## src/rtl/if_fetch_ctrl_pkg.sv

```systemverilog
// Shared definitions for the instruction-fetch stage: reset vector, port widths,
// controller state encoding and the fetch-buffer record handed to ID.
package if_fetch_ctrl_pkg;

  localparam logic [31:0] RESET_ADDR = 32'hBFC0_0000;
  localparam int INST_AW = 32;
  localparam int INST_DW = 32;

  typedef enum logic [2:0] {
    IF_BOOT   = 3'd0,
    IF_REQ    = 3'd1,
    IF_WAIT   = 3'd2,
    IF_HOLD   = 3'd3,
    IF_CANCEL = 3'd4
  } if_state_t;

  typedef struct packed {
    logic [INST_AW-1:0] pc;
    logic [INST_DW-1:0] inst;
    logic               adel;
  } if_buf_t;

endpackage

```

## src/rtl/if_fetch_ctrl.sv

```systemverilog
// Fetch controller: single-outstanding SRAM-like requests, one-entry buffer to ID (>=2 cycles addr_ok to valid).
// Backpressure: buffer and PC hold while id_allowin_i=0; a redirect cancels and drains any in-flight fetch.
module if_fetch_ctrl
  import if_fetch_ctrl_pkg::*;
#(
  parameter logic [31:0] RESET_PC = RESET_ADDR
) (
  input  logic               clk,
  input  logic               reset,
  input  logic [INST_AW-1:0] pc_i,
  output logic [INST_AW-1:0] nextpc_o,
  output logic               pc_stall_o,
  input  logic               redirect_i,
  input  logic [INST_AW-1:0] redirect_pc_i,
  output logic               inst_req_o,
  output logic [INST_AW-1:0] inst_addr_o,
  input  logic               inst_addr_ok_i,
  input  logic               inst_data_ok_i,
  input  logic [INST_DW-1:0] inst_rdata_i,
  input  logic               id_allowin_i,
  output logic               if_valid_o,
  output logic [INST_AW-1:0] if_pc_o,
  output logic [INST_DW-1:0] if_inst_o,
  output logic               if_adel_o
);

  if_state_t state, state_nxt;
  if_buf_t   ibuf_q, ibuf_d;
  logic      ibuf_vld;
  logic      ibuf_load, ibuf_clr;
  logic      aligned;
  logic      pending;

  assign aligned     = (pc_i[1:0] == 2'b00);
  assign inst_addr_o = pc_i;
  assign inst_req_o  = (state == IF_REQ) && aligned;

  // A request stays outstanding past this cycle if it was already in flight and
  // its data has not come back, or if it is being accepted right now.
  assign pending = (((state == IF_WAIT) || (state == IF_CANCEL)) && !inst_data_ok_i)
                 || (inst_req_o && inst_addr_ok_i);

  always_comb begin
    state_nxt  = state;
    pc_stall_o = 1'b1;
    nextpc_o   = pc_i + 32'd4;
    ibuf_load  = 1'b0;
    ibuf_clr   = 1'b0;
    ibuf_d     = '{pc: pc_i, inst: inst_rdata_i, adel: 1'b0};

    case (state)
      IF_BOOT: begin
        // PC register resets to RESET_PC-4, so this is the same value as pc_i+4.
        pc_stall_o = 1'b0;
        nextpc_o   = RESET_PC;
        state_nxt  = IF_REQ;
      end
      IF_REQ: begin
        if (!aligned) begin
          ibuf_load   = 1'b1;
          ibuf_d.inst = '0;
          ibuf_d.adel = 1'b1;
          state_nxt   = IF_HOLD;
        end else if (inst_addr_ok_i) begin
          state_nxt = IF_WAIT;
        end
      end
      IF_WAIT: begin
        if (inst_data_ok_i) begin
          ibuf_load = 1'b1;
          state_nxt = IF_HOLD;
        end
      end
      IF_HOLD: begin
        if (id_allowin_i) begin
          ibuf_clr   = 1'b1;
          pc_stall_o = 1'b0;
          state_nxt  = IF_REQ;
        end
      end
      IF_CANCEL: begin
        if (inst_data_ok_i) begin
          state_nxt = IF_REQ;
        end
      end
      default: state_nxt = IF_BOOT;
    endcase

    if (redirect_i) begin
      pc_stall_o = 1'b0;
      nextpc_o   = redirect_pc_i;
      ibuf_load  = 1'b0;
      ibuf_clr   = 1'b1;
      state_nxt  = pending ? IF_CANCEL : IF_REQ;
    end
  end

  always_ff @(posedge clk) begin
    if (reset) begin
      state    <= IF_BOOT;
      ibuf_vld <= 1'b0;
      ibuf_q   <= '0;
    end else begin
      state <= state_nxt;
      if (ibuf_clr) begin
        ibuf_vld <= 1'b0;
      end else if (ibuf_load) begin
        ibuf_vld <= 1'b1;
        ibuf_q   <= ibuf_d;
      end
    end
  end

  assign if_valid_o = ibuf_vld;
  assign if_pc_o    = ibuf_q.pc;
  assign if_inst_o  = ibuf_q.inst;
  assign if_adel_o  = ibuf_q.adel;

endmodule

```

## config.mk

```make
export PLATFORM = sky130hd
export DESIGN_NAME = if_fetch_ctrl
export DESIGN_NICKNAME = d
export VERILOG_FILES = /design/src/rtl/if_fetch_ctrl_pkg.sv /design/src/rtl/if_fetch_ctrl.sv
export SDC_FILE = /design/constraint.sdc
export NUM_CORES = 1
export LEC_CHECK = 0
export CORE_MARGIN = 5
export CORE_UTILIZATION = 39
export CTS_CLUSTER_SIZE = 14
export DETAILED_ROUTE_END_ITERATION = 8
export PLACE_DENSITY = 0.82
export SETUP_SLACK_MARGIN = 0.3
export SLEW_MARGIN = 25
export SYNTH_ARGS = -nofsm -noshare
export SYNTH_HDL_FRONTEND = slang
export SYNTH_SLANG_ARGS = --single-unit
```

## constraint.sdc

```tcl
create_clock -name clk -period 3.3 [get_ports clk]
set_input_delay 0.66 -clock clk [delete_from_list [all_inputs] [get_ports clk]]
set_output_delay 0.66 -clock clk [all_outputs]
set_load 0.03 [all_outputs]
```

==> out/qor.txt <==
fillcell total: 818
Chip Height: 112 um
Fin Clk Skew: 8.53 ps
xor/xnor cell area share of the yosys netlist: 2.59%
post-route clock period utilization: 89.0%
Clock Root Buffer: sky130_fd_sc_hd__clkbuf_8
diodes inserted: 0
Synth Cell Area: 4060 um^2
measured slew at the worst slew-check pin: 492 ps
worst endpoint data arrival time: 2280 ps
Total Nets Final: 866
design internal power: 1.63 mW
area overhead of the layout relative to synthesis: 69.7%
Final Max Tran Viols: 0
Core ar.: 10200 um^2
end of the critical path: nextpc_o[19]
element type at the critical path end: primary output
Die Outline Area: 12600 um^2
CTS H-tree lvls: 3
total detailed-routing wirelength: 17100 um
vias post-DR: 5230
leakage: 2.53 nW
shortest period the worst path allows: 2940 ps
via count of the first global-routing pass: 5040
Cell variety after synth: 52
number of CTS-inserted buffers: 9
flop2flop setup slack: 1460 ps
wire per inst: 18.9 um
peak supply drop: 0.294 mV
Port-buffer cells: 233
commonest non-fill, non-tap cell in the layout: sky130_fd_sc_hd__clkdlybuf4s50_1
net count of the mapped netlist: 649
Max Fanout on Critical Path: 5
RSZ-0062 raised after global routing: yes
number of failing setup endpoints in the final timing report: 0
largest net degree at the start of global routing: 98
Row Count: 37
drt drc: 0
Mapped Cells: 546
hold violation count in the final report: 0
share of synthesized cell area in full adder, half adder and majority cells: 0.308%
total clock sinks: 69
net switching share of the total power: 32.2%
simple-gate share of the synthesized area: 24.8%
combinational family with the most area after synthesis: compound AO/OA/AOI/OAI gates
number of antenna violations at the first check in global routing: 0
1st-iter DRT viols: 380
type of the worst setup path: in2out
power share of the clock group: 31.3%
share of flip-flops with an asynchronous set or reset after synthesis: 0%
areal power density over the cells: 349 nW/um^2
Gate power share: 32.5%
starting density of the core: 39.7%
status: finished clean
cell area reported after detailed placement: 6520 um^2
share of post-route cells with drive strength above 1: 20.3%
number of optimization iterations in the first detailed-route pass: 5
number of antenna-violating nets in the routed design: 0
share of synthesized area occupied by flip-flops and latches: 34.0%
clock latency on the worst-skew pair: 330 ps
Peak Freq: 340 MHz
relative max-transition margin: 67.2%
switching power: 0.776 mW
gr usage total: 25.1%
reg-to-reg critical path startpoint: state[1]
top_reg_cell synth: sky130_fd_sc_hd__dfxtp_1
core occupancy in the finished layout: 67.4%
number of primary I/O pins: 234
class of the tightest hold or removal check: reg2reg
Worst R2R End: if_pc_o[6]
overall die width: 112 um
number of buffers on the longest clock path: 2
EDFF count, synth: 0
CTS tree: yes
detailed-placement wirelength estimate: 12200 um
critical path required time: 2640 ps
Non-Filler Cell Area, Final: 6900 um^2
startpoint type of the worst setup path: input pin
total gr overflow: 0
count of cells along the worst register-to-register path: 5
global placer's final weighted congestion: 0.920
top library cells by usage in the layout, fill and taps aside: sky130_fd_sc_hd__clkdlybuf4s50_1, sky130_fd_sc_hd__o21ai_0, sky130_fd_sc_hd__buf_4
warning count from the yosys run: 0
mean area per synthesized cell: 7.44 um^2
vias per cell: 5.79
Maximum Capacitance Violations: 0
worst setup path start: pc_i[9]
multiplexer area fraction after synthesis: 0%
Flop pwr share: 36.2%
number of hold-repair buffers added at the cts stage: 0
area fraction in compound gates after synthesis: 25.7%
Synth Register Bits: 69
clock slew seen by the registers of the worst setup and hold paths: 80 ps
wire length of the first global-routing pass: 26400 um
-- power by group through the flow --
stage / clock [mW] / sequential [mW] / combinational, mW
after floorplan: 0 / 0.930 / 0.354
after global placement: 0 / 0.889 / 0.758
after detailed placement: 0 / 0.891 / 0.769
after CTS: 0.766 / 0.872 / 0.772
after global routing: 0.810 / 0.876 / 0.822
final: 0.753 / 0.873 / 0.781
-- through the flow --
step           hold slack (ps)  TNS (ps)  worst slack, ps  instances  power, mW
2_1_floorplan              551         0              309        546       1.28
5_1_grt                    491         0              294        903       2.51
4_1_cts                    477         0              285        899       2.41
3_5_place_dp               467     -1280             -376        880       1.66
6_report                   475         0              363        903       2.41
3_3_place_gp               457      -858             -337        880       1.65
-- sequential cells by signal, indices dropped and copies added (netlist names) --
| signal | cells |
|---|---|
| if_valid_o | 1 |
| if_inst_o | 32 |
| if_pc_o | 32 |
| state | 3 |
| if_adel_o | 1 |
-- metal layers --
layer	wire length [um]	global-route usage, %
met5	0	0
met4	444	7.77
met3	1480	7.98
met2	8430	43.7
met1	6750	29.6
-- critical path, stage by stage --
cell,delay [ps]
sky130_fd_sc_hd__buf_4,110
sky130_fd_sc_hd__nand3_4,70
sky130_fd_sc_hd__or4_4,570
sky130_fd_sc_hd__buf_6,150
sky130_fd_sc_hd__buf_4,130
sky130_fd_sc_hd__buf_4,130
sky130_fd_sc_hd__o211ai_1,200
sky130_fd_sc_hd__nand3_2,100
sky130_fd_sc_hd__buf_6,140
-- cells by family after synthesis --
family,count (synthesis)
fa+ha+maj,1
xor+xnor,12
flops,69
simple gates,180
buf+inv,99
compound gates,185
-- how the worst min path moves through the flow --
stage | start | endpoint | slack, ps | cells after the start
detailed placement | if_pc_o[15] | if_pc_o[15] | 470 | 2
global placement | if_inst_o[29] | if_inst_o[29] | 460 | 2
finish | if_pc_o[15] | if_pc_o[15] | 470 | 2
global route | if_inst_o[28] | if_inst_o[28] | 490 | 2
CTS | if_inst_o[25] | if_inst_o[25] | 480 | 2
floorplan | state[2] | state[1] | 550 | 2
-- cell usage after synthesis (3+ instances only) --
cell | n | area (um^2)
sky130_fd_sc_hd__a22o_1 | 3 | 26.3
sky130_fd_sc_hd__nand2_1 | 27 | 101
sky130_fd_sc_hd__buf_4 | 32 | 240
sky130_fd_sc_hd__o32ai_1 | 6 | 52.6
sky130_fd_sc_hd__nand4_1 | 38 | 238
sky130_fd_sc_hd__xnor2_1 | 11 | 96.3
sky130_fd_sc_hd__a21oi_1 | 68 | 340
sky130_fd_sc_hd__nor4_1 | 12 | 75.1
sky130_fd_sc_hd__and4_1 | 7 | 61.3
sky130_fd_sc_hd__a211oi_1 | 7 | 52.6
sky130_fd_sc_hd__buf_2 | 9 | 45.0
sky130_fd_sc_hd__nor3_1 | 13 | 65.1
sky130_fd_sc_hd__o211ai_1 | 6 | 45.0
sky130_fd_sc_hd__clkbuf_1 | 46 | 173
sky130_fd_sc_hd__inv_1 | 8 | 30.0
sky130_fd_sc_hd__nand3_1 | 49 | 245
sky130_fd_sc_hd__nor2_1 | 13 | 48.8
sky130_fd_sc_hd__or4_1 | 3 | 22.5
sky130_fd_sc_hd__dfxtp_1 | 69 | 1380
sky130_fd_sc_hd__o21ai_0 | 80 | 400
-- timing repair --
item / CTS / global route
cloned: 1 / 1
buffers inserted: 3 / 3
gates resized for setup: 79 / 20
setup endpoints to repair: 25 / 15
pin swaps: 11 / 7
-- cell type report --
| cell class | instances | area [um^2] | area share (%) |
|---|---|---|---|
| Timing Repair Buffer | 295 | 2760 | 40.0 |
| Multi-Input combinational cell | 380 | 2340 | 33.9 |
| Sequential cell | 69 | 1380 | 20.1 |
| Tap cell | 136 | 170 | 2.47 |
| Clock buffer | 11 | 141 | 2.05 |
| Clock inverter | 4 | 72.6 | 1.05 |
| Inverter | 8 | 30.0 | 0.435 |
Note: power is estimated with default switching activity, not from simulation.
